`src/rtl/spi_pixel_receiver.sv`:
```
// SPI mode-0 slave front end for the 28x28 image buffer: command decode and pixel byte forwarding.
// Latency: write/clear pulses one clk after the synchronised 8th sclk rise; buffer_full drops bytes (sticky overrun).
// Backpressure: none toward the SPI master; dropped pixels are only flagged via overrun_error.
module spi_pixel_receiver #(
  parameter int          NUM_PIXELS  = 784,
  parameter logic [7:0]  CMD_LOAD    = 8'h01,
  parameter logic [7:0]  CMD_CLEAR   = 8'h02,
  parameter int          SYNC_STAGES = 2
) (
  input  logic       clk,
  input  logic       reset,
  input  logic       spi_sclk,
  input  logic       spi_mosi,
  input  logic       spi_cs_n,
  input  logic       buffer_full,
  output logic [7:0] data_out,
  output logic       write_enable,
  output logic       clear_buffer,
  output logic       frame_done,
  output logic       overrun_error,
  output logic [9:0] pixel_count,
  output logic [1:0] debug_state
);

  typedef enum logic [1:0] {
    IDLE   = 2'd0,
    CMD    = 2'd1,
    LOAD   = 2'd2,
    IGNORE = 2'd3
  } state_t;

  localparam logic [9:0] MAX_CNT  = 10'(NUM_PIXELS);
  localparam logic [9:0] LAST_CNT = 10'(NUM_PIXELS - 1);

  logic [SYNC_STAGES-1:0] sclk_sync, mosi_sync, cs_sync;
  logic                   sclk_prev;
  logic [2:0]             bit_cnt;
  logic [7:0]             shift_reg;
  state_t                 state_q, state_d;

  logic       sclk_s, mosi_s, cs_high, sclk_rise, byte_done;
  logic [7:0] rx_byte;
  logic       we_d, clr_d, fd_d, ovr_set;

  assign sclk_s    = sclk_sync[SYNC_STAGES-1];
  assign mosi_s    = mosi_sync[SYNC_STAGES-1];
  assign cs_high   = cs_sync[SYNC_STAGES-1];
  assign sclk_rise = sclk_s & ~sclk_prev;
  // A cs_n rise coinciding with the 8th sclk rise wins: the byte never completes.
  assign byte_done = sclk_rise && (bit_cnt == 3'd7) && !cs_high;
  assign rx_byte   = {shift_reg[6:0], mosi_s};

  always_comb begin
    state_d = state_q;
    we_d    = 1'b0;
    clr_d   = 1'b0;
    fd_d    = 1'b0;
    ovr_set = 1'b0;
    if (cs_high) begin
      state_d = IDLE;
    end else begin
      case (state_q)
        IDLE: state_d = CMD;
        CMD: begin
          if (byte_done) begin
            if (rx_byte == CMD_LOAD) begin
              state_d = LOAD;
            end else begin
              clr_d   = (rx_byte == CMD_CLEAR);
              state_d = IGNORE;
            end
          end
        end
        LOAD: begin
          if (byte_done) begin
            if ((pixel_count < MAX_CNT) && !buffer_full) begin
              we_d = 1'b1;
              fd_d = (pixel_count == LAST_CNT);
            end else begin
              ovr_set = 1'b1;
            end
          end
        end
        default: state_d = state_q;
      endcase
    end
  end

  always_ff @(posedge clk) begin
    if (reset) begin
      sclk_sync     <= '0;
      mosi_sync     <= '0;
      cs_sync       <= '1;
      sclk_prev     <= 1'b0;
      bit_cnt       <= 3'd0;
      shift_reg     <= 8'd0;
      state_q       <= IDLE;
      data_out      <= 8'd0;
      write_enable  <= 1'b0;
      clear_buffer  <= 1'b0;
      frame_done    <= 1'b0;
      overrun_error <= 1'b0;
      pixel_count   <= 10'd0;
    end else begin
      sclk_sync    <= {sclk_sync[SYNC_STAGES-2:0], spi_sclk};
      mosi_sync    <= {mosi_sync[SYNC_STAGES-2:0], spi_mosi};
      cs_sync      <= {cs_sync[SYNC_STAGES-2:0], spi_cs_n};
      sclk_prev    <= sclk_s;
      state_q      <= state_d;
      write_enable <= we_d;
      clear_buffer <= clr_d;
      frame_done   <= fd_d;
      if (cs_high) begin
        bit_cnt   <= 3'd0;
        shift_reg <= 8'd0;
      end else if (sclk_rise) begin
        bit_cnt   <= bit_cnt + 3'd1;
        shift_reg <= rx_byte;
      end
      if (we_d) begin
        data_out    <= rx_byte;
        pixel_count <= pixel_count + 10'd1;
      end
      if (clr_d) begin
        pixel_count   <= 10'd0;
        overrun_error <= 1'b0;
      end else if (ovr_set) begin
        overrun_error <= 1'b1;
      end
    end
  end

  assign debug_state = state_q;

endmodule
```
`config.mk`:
```
export PLATFORM = sky130hd
export DESIGN_NAME = spi_pixel_receiver
export DESIGN_NICKNAME = d
export VERILOG_FILES = /design/src/rtl/spi_pixel_receiver.sv
export SDC_FILE = /design/constraint.sdc
export NUM_CORES = 1
export LEC_CHECK = 0
export CORE_MARGIN = 2
export CORE_UTILIZATION = 55
export DETAILED_ROUTE_END_ITERATION = 7
export PLACE_DENSITY_LB_ADDON = 0.15
export SLEW_MARGIN = 20
export SYNTH_ARGS = -nofsm -noshare
export SYNTH_HDL_FRONTEND = slang
export SYNTH_SLANG_ARGS = --single-unit
```
`constraint.sdc`:
```
create_clock -name clk -period 3.9 [get_ports clk]
set_input_delay 0.39 -clock clk [delete_from_list [all_inputs] [get_ports clk]]
set_output_delay 0.39 -clock clk [all_outputs]
set_load 0.1 [all_outputs]
```
# ---- Yosys cells after proc, flatten, opt, wreduce, memory -nomap -nowiden
# Cells that the tools add are included.
dict set report word_totals {
  ff_bits 41
  in_bits 6
  output_inout_bits 24
  word_cells 54
}
dict set report classes {
  add_sub_neg 2
  order_cmp 1
  n_eq_ne 7
  mux 15
  bitwise 5
  n_reduce_logical 11
}
# cell n
set op_table {}
lappend op_table {{1-bit 2-to-1 mux} 13}
lappend op_table {{10-bit by 1-bit adder with 10-bit output (second input constant)} 1}
lappend op_table {{10-bit == test (second input constant)} 1}
lappend op_table {{10-bit < comparator (second input constant)} 1}
lappend op_table {{8-bit by 1-bit == test with 1-bit output (second input constant)} 1}
lappend op_table {{8-bit by 2-bit == test with 1-bit output (second input constant)} 1}
lappend op_table {{5-bit OR reduction} 1}
lappend op_table {{1-bit NOT} 4}
lappend op_table {{2-bit case mux with 2 select lines} 1}
lappend op_table {{2-bit OR reduction} 2}
lappend op_table {{3-bit by 1-bit adder with 3-bit output (second input constant)} 1}
lappend op_table {{3-bit == test (second input constant)} 1}
lappend op_table {{1-bit logical AND} 3}
lappend op_table {{2-bit by 1-bit == test with 1-bit output (second input constant)} 1}
lappend op_table {{2-bit == test (second input constant)} 1}
lappend op_table {{1-bit logical NOT} 2}
lappend op_table {{2-bit logical NOT} 1}
lappend op_table {{2-bit 2-to-1 mux} 1}
lappend op_table {{2-bit != test (second input constant)} 1}
lappend op_table {{2-bit AND reduction} 1}
lappend op_table {{2-bit nonzero test} 1}
lappend op_table {{1-bit AND} 1}

# ---- Depth between registers and ports, before layout
# Gate-level depths: netlist of the first run.
dict set report logic_depth {
  ltp_word 8
  ltp_mapped 7
  depth_no_buf 6
}

# ---- Least setup slack after synthesis of the first run
# Ideal clock, no wire load.
dict set report synth_timing {
  path_kind {reg-to-reg}
  startpoint {register state_q[1] (netlist: debug_state[1])}
  endpoint {register pixel_count[8]}
  setup_ps 70
  arrival_ps 2155
  required_time_ps 3830
  slack_ps 1674
  path_stages_with_launch 6
  n_path_buf 1
  period_less_slack_ps 2226
  path_cell_list {dfxtp_1 > nor2b_1 > nand2_1 > buf_2 > or4_1 > a21oi_1}
}
dict set report synth_via {
  elab_chain_cells 4
  elab_cells_between_ends 7
  cone_classes {eq/ne: 2; mux: 4; reduce/logical: 1}
}
# item line
set synth_rtl {}
lappend synth_rtl {{start: declaration} 39} ;# state_t state_q, state_d;
lappend synth_rtl {{start signal: assignment} 109} ;# state_q <= state_d;
lappend synth_rtl {{2-bit by 1-bit == test with 1-bit output} 62} ;# case (state_q)
lappend synth_rtl {{1-bit 2-to-1 mux} 62}
lappend synth_rtl {{1-bit 2-to-1 mux} 59} ;# if (cs_high) begin
lappend synth_rtl {{2-bit OR reduction (no line)} -}
lappend synth_rtl {{end signal: assignment} 122} ;# pixel_count <= pixel_count + 10'd1;
lappend synth_rtl {{end: declaration} 21} ;# output logic [9:0] pixel_count,
# Parallel ways exist; a longest one is shown, timed or not.
# A chain may end at the register's enable or synchronous reset.

# ---- Final worst setup path of the first run
dict set report layout_timing {
  startpoint {register pixel_count[4]}
  endpoint {output port pixel_count[4]}
}
# No word-level cell between the ends.

==> run summary, run 1 <==
first-pass GRT wire length -> 5640 um
number of hold buffers added after cts -> 0
via count -> 1418
diode count -> 0
Port Buffers -> 29
Core Region -> 2810 um2
initial DRC count -> 47
grt ovf -> 0
drt total wl -> 3480 um
startpoint types -> register
final setup violation count -> 0
fin util -> 0.719
leakage -> 0.638 nW
Vias/cell -> 5.88
maxcap violations -> 0
vias in the first global route -> 1246
Filler Cells Inserted -> 240
sequential fraction of the synthesis area -> 0.500
area added between synthesis and finish -> 22.9%
delay-heaviest family, CP -> buffers and inverters
Die W -> 58.6 um
row count -> 19
area share of the largest cell type after synthesis -> 0.500
synthesized cell area -> 1640 um2
pin count of the biggest net entering global routing -> 27
post-synth net total -> 194
Sequential Area -> 821 um2
Syn. warnings -> 0
Setup Skew -> 14.5 ps
final worst path period share -> 0.634
Unique masters post-synth -> 33
Cell Chain, Critical Path -> clkdlybuf4s50_1
clk_lat worst skew -> 350 ps
area of the multi-input gates -> 758 um2
GRT Total Usage -> 0.218
CP Data Arrival Time -> 2080 ps
ys async rst share -> 0
initial antenna violation count -> 0
Least-Margin Pin Slew -> 973 ps
Die ar. -> 3440 um2
Syn Inst Count -> 185
Largest register FFs -> 10
leading area contributor after synthesis -> dfxtp_1
clock tree from TritonCTS -> done
root buffer cell -> clkbuf_4
Worst-path clk slew -> 120 ps
Peak VDD IR -> 0.000274 V
Routed Antenna Nets -> 0
Worst Path Class, Setup -> register to output port
type of the tightest min-delay check -> register to register
drt wl/cell -> 14.4 um
clk sinks -> 41
IO Count -> 30
Synth Area in XOR/XNOR -> 0.00534
Final Max Slew Viols -> 0
P per Cell Area -> 389 nW/um2
combinational family with the most area after synthesis -> simple AND/OR/NAND/NOR gates
Die Span Y -> 58.6 um
CP required -> 3510 ps
CP endpoint kind -> output port
top post-synthesis cells by area -> dfxtp_1, a21oi_1, nand2_1, nand3_1, or4_1
max incr delay on CP -> 1200 ps
Tmin final -> 2470 ps
Slew HR -> 0.350
CTS Buf Count -> 5
syn_area_per_cell -> 8.87 um2
portion of netlist area occupied by mux cells -> 0
hpwl dp -> 2440 um
share of layout cells above drive strength 1 -> 0.0714
GP Congestion -> 0.814
status -> finished, violations left
Crit Path Max Fanout -> 8
unrepaired setup endpoints after global routing -> no
Synth Area in Compound Gates -> 0.169
Initial Utilization -> 0.585
# Post-CTS Setup Buffers -> 0
adder-cell share of the synthesized area -> 0.0229
residual DRC count -> 4
Max H-tree Level -> 2
EDFF count, synth -> 0
Post-Synth Simple-Gate Area -> 0.264
failing checks -> DRC
Worst Path Buf+Inv -> 1
Crit-path slowest cell -> clkdlybuf4s50_1
Post-CTS Resized -> 0
count of state elements after synthesis -> 41
Design Power -> 0.785 mW
fmax -> 0.404 GHz
final layout net count -> 218
Fin Setup TNS -> 0 ps
DRT Pass-1 Iters -> 6
final hold vios -> 0
prevailing post-synth register cell -> dfxtp_1
clk buf depth -> 2
[worst paths after layout]
check	startpoint	endpoint	slack (ps)	depth (start not counted)
worst max-delay path	pixel_count[4]	pixel_count[4]	1430	1
worst min-delay path	cs_sync[0]	cs_sync[1]	420	1
worst min register to register	cs_sync[0]	cs_sync[1]	420	1
worst max register to register	bit_cnt[0]	pixel_count[6]	1680	6
[area by class of cell]
cell class / instances / area share
inverters: 2 / 0.00372
multi-input cells: 130 / 0.376
flip-flops and latches: 41 / 0.407
repair buffers: 29 / 0.144
clock buffers: 5 / 0.0186
clock inverters: 3 / 0.0322
well taps: 31 / 0.0192
[synth_stat cells, types with 2 or more instances]
cell type / instances
a21oi_1: 29
and2_1: 2
and4_1: 2
buf_2: 2
clkbuf_1: 8
dfxtp_1: 41
ha_1: 3
inv_1: 2
nand2_1: 23
nand2b_1: 2
nand3_1: 12
nand4_1: 4
nor2_1: 5
nor2b_1: 7
nor3_1: 3
o21ai_0: 10
o31ai_1: 6
or2_2: 3
or4_1: 7
[metal layers]
metal | GRT usage | wire length [um]
met2 | 0.343 | 1670
met5 | 0 | 0
met4 | 0.0812 | 74
met3 | 0.0681 | 165
met1 | 0.282 | 1570
[power by group]
| part | switching, mW | leakage [nW] | internal [mW] |
|---|---|---|---|
| Clock | 0.138 | 0.0552 | 0.198 |
| Sequential | 0.00182 | 0.332 | 0.422 |
| Combinational | 0.0159 | 0.252 | 0.00934 |
[cell usage in the layout (no fill, tap or decap), types with 2 or more instances in the layout]
cell type	instances
dfxtp_1	41
a21oi_1	29
clkdlybuf4s50_1	29
nand2_1	23
nand3_1	12
o21ai_0	10
nor2b_1	7
or4_1	7
o31ai_1	6
nor2_1	5
clkbuf_4	5
nand4_1	4
nor3_1	3
or2_2	3
ha_1	3
and2_1	2
nand2b_1	2
inv_1	2
and4_1	2
bufinv_16	2
[metrics by stage]
stage / setup slack (ps) / hold slack (ps) / instances / cell area [um2]
2_1_floorplan: 1670 / 389 / 185 / 1640
3_3_place_gp: 1790 / 396 / 233 / 1920
3_5_place_dp: 1700 / 398 / 233 / 1920
5_1_grt: 1380 / 433 / 241 / 2020
4_1_cts: 1450 / 422 / 241 / 2020
6_report: 1430 / 418 / 241 / 2020
[cell families (layout without fill, tap and decap cells)]
logic type / Yosys count / count (layout)
AO/OA/AOI/OAI: 49 / 49
XOR/XNOR: 1 / 1
adder cells (fa/ha/maj): 3 / 3
buffers and inverters: 14 / 39
flip-flops: 41 / 41
AND/OR/NAND/NOR: 77 / 77
Note: power is estimated with default switching activity, not from simulation.
==> run 2: changes to the inputs <==
--- a/config.mk
+++ b/config.mk
@@ -6,7 +6,7 @@
 export NUM_CORES = 1
 export LEC_CHECK = 0
 export CORE_MARGIN = 2
-export CORE_UTILIZATION = 55
+export CORE_UTILIZATION = 51
 export DETAILED_ROUTE_END_ITERATION = 7
 export PLACE_DENSITY_LB_ADDON = 0.15
 export SLEW_MARGIN = 20
==> constraint.sdc (replaced) <==
create_clock -name clk -period 2.3 [get_ports clk]
set_input_delay 0.23 -clock clk [delete_from_list [all_inputs] [get_ports clk]]
set_output_delay 0.23 -clock clk [all_outputs]
set_load 0.1 [all_outputs]
==> run 2 against run 1 <==
  * The run now ends clean
  * Sequential share of layout area grew 0.80 points
  * Cell count grew 6.6%
  * Count of clock-buffer cells in the layout grew 2
  * Critical path type is now register to register
  * Largest cell class unchanged
==> run summary, run 2 (synthesis gave the netlist of run 1 again) <==
Port Buffers -> 29 (unchanged)
hold depth -> 1 (unchanged)
Crit Path Max Fanout -> 17 (was 8)
Final Max Slew Viols -> 0 (unchanged)
Max H-tree Level -> 2 (unchanged)
number of hold buffers added after cts -> 0 (unchanged)
residual DRC count -> 0 (was 4)
final worst path period share -> 0.895
fmax -> 0.486 GHz
first-pass GRT wire length -> 5530 um (was 5640 um)
DRT Pass-1 Iters -> 4 (was 6)
vias in the first global route -> 1263 (was 1246)
clock tree from TritonCTS -> done (unchanged)
Largest register FFs -> 10 (unchanged)
Least-Margin Pin Slew -> 825 ps (was 973 ps)
Slew HR -> 0.450 (was 0.350)
FF-to-FF path depth -> 6 (unchanged)
Die ar. -> 3690 um2 (was 3440 um2)
clk_lat worst skew -> 350 ps (about the same)
status -> finished, final reports clean (was finished, violations left)
via count -> 1422 (was 1418)
# Post-CTS Setup Buffers -> 0 (unchanged)
most frequent cells in the layout -> dfxtp_1, a21oi_1, buf_4 (was dfxtp_1, a21oi_1, clkdlybuf4s50_1)
Worst-path clk slew -> 110 ps (was 120 ps)
drt total wl -> 3380 um (was 3480 um)
Worst Path Class, Setup -> register to register (was register to output port)
Design Power -> 1.24 mW (was 0.785 mW)
drt wl/cell -> 13.1 um (was 14.4 um)
maxcap violations -> 0 (unchanged)
Peak VDD IR -> 0.000443 V (was 0.000274 V)
commonest non-fill, non-tap cell in the layout -> dfxtp_1 (unchanged)
final layout net count -> 221 (was 218)
diode count -> 0 (unchanged)
initial DRC count -> 90 (was 47)
leakage -> 0.692 nW (was 0.638 nW)
GRT Total Usage -> 0.203 (was 0.218)
Fin Setup TNS -> 0 ps (unchanged)
clk buf depth -> 2 (unchanged)
Setup Skew -> 14.1 ps (was 14.5 ps)
Tmin final -> 2060 ps
grt ovf -> 0 (unchanged)
root buffer cell -> clkbuf_4 (unchanged)
row count -> 20 (was 19)
CTS Buf Count -> 5 (unchanged)
Initial Utilization -> 0.538 (was 0.585)
initial antenna violation count -> 0 (unchanged)
final setup violation count -> 0 (unchanged)
Die W -> 60.7 um (was 58.6 um)
Routed Antenna Nets -> 0 (unchanged)
unrepaired setup endpoints after global routing -> no (unchanged)
pin count of the biggest net entering global routing -> 27 (unchanged)
hpwl dp -> 2380 um (was 2440 um)
Post-CTS Resized -> 0 (unchanged)
Vias/cell -> 5.53 (was 5.88)
startpoint types -> register (unchanged)
CP Data Arrival Time -> 2340 ps (was 2080 ps)
clk sinks -> 41 (unchanged)
type of the tightest min-delay check -> register to register (unchanged)
share of layout cells above drive strength 1 -> 0.192 (was 0.0714)
area added between synthesis and finish -> 20.6% (was 22.9%)
P per Cell Area -> 628 nW/um2 (was 389 nW/um2)
CP required -> 2580 ps (was 3510 ps)
Die Span Y -> 60.7 um (was 58.6 um)
Core Region -> 3050 um2 (was 2810 um2)
GP Congestion -> 0.776 (was 0.814)
IO Count -> 30 (unchanged)
final hold vios -> 0 (unchanged)
CP endpoint kind -> register (was output port)
-- run 2: cell count changes in the layout (fill, tap and decap cells not counted) --
cell | previous run | this run
buf_4 | 0 | 27
bufinv_16 | 2 | 1
clkbuf_1 | 0 | 1
clkbuf_8 | 0 | 1
clkdlybuf4s50_1 | 29 | 5
clkinv_2 | 1 | 0
-- run 2: layer usage --
metal	vias to the layer above	global-route usage	routed length, um
met1	675	0.250	1500
met5	-	0	0
met3	6	0.0704	151
li1	714	-	-
met4	0	0.0652	45
met2	27	0.333	1670
-- run 2: critical path: stages, from the launching register on --
cell	delay, ps
dfxtp_1	370
ha_1	160
ha_1	130
and4bb_2	270
nand2_1	300
or4_1	610
a21oi_1	160
-- run 2: final timing paths --
check	startpoint	endpoint	slack, ps
setup reg to reg	bit_cnt[0]	pixel_count[9]	240
setup / recovery	bit_cnt[0]	pixel_count[9]	240
hold / removal	cs_sync[0]	cs_sync[1]	420
hold reg to reg	cs_sync[0]	cs_sync[1]	420
-- run 2: per-stage QoR --
step / cells / area (um2) / utilization / hold WS (ps) / setup slack, ps
6_report: 257 / 1980 / 0.648 / 421 / 243
5_1_grt: 257 / 1980 / 0.648 / 419 / 114
4_1_cts: 257 / 1980 / 0.648 / 412 / 240
3_5_place_dp: 249 / 1890 / 0.620 / 394 / 267
3_3_place_gp: 249 / 1890 / 0.620 / 395 / 381
2_1_floorplan: 185 / 1640 / - / 334 / 74.2
-- run 2: cell type report --
| type | count | area, um2 |
|---|---|---|
| Sequential cell | 41 | 821 |
| Clock inverter | 1 | 30.0 |
| Inverter | 2 | 7.51 |
| Clock buffer | 7 | 55.1 |
| Fill cell | 272 | 1070 |
| Multi-Input combinational cell | 130 | 758 |
| Timing Repair Buffer | 32 | 253 |
| Tap cell | 44 | 55.1 |
-- run 2: power by group --
group	switching (mW)	internal [mW]
registers	0.00294	0.716
logic	0.0278	0.0178
clock network	0.220	0.260
total	0.251	0.993
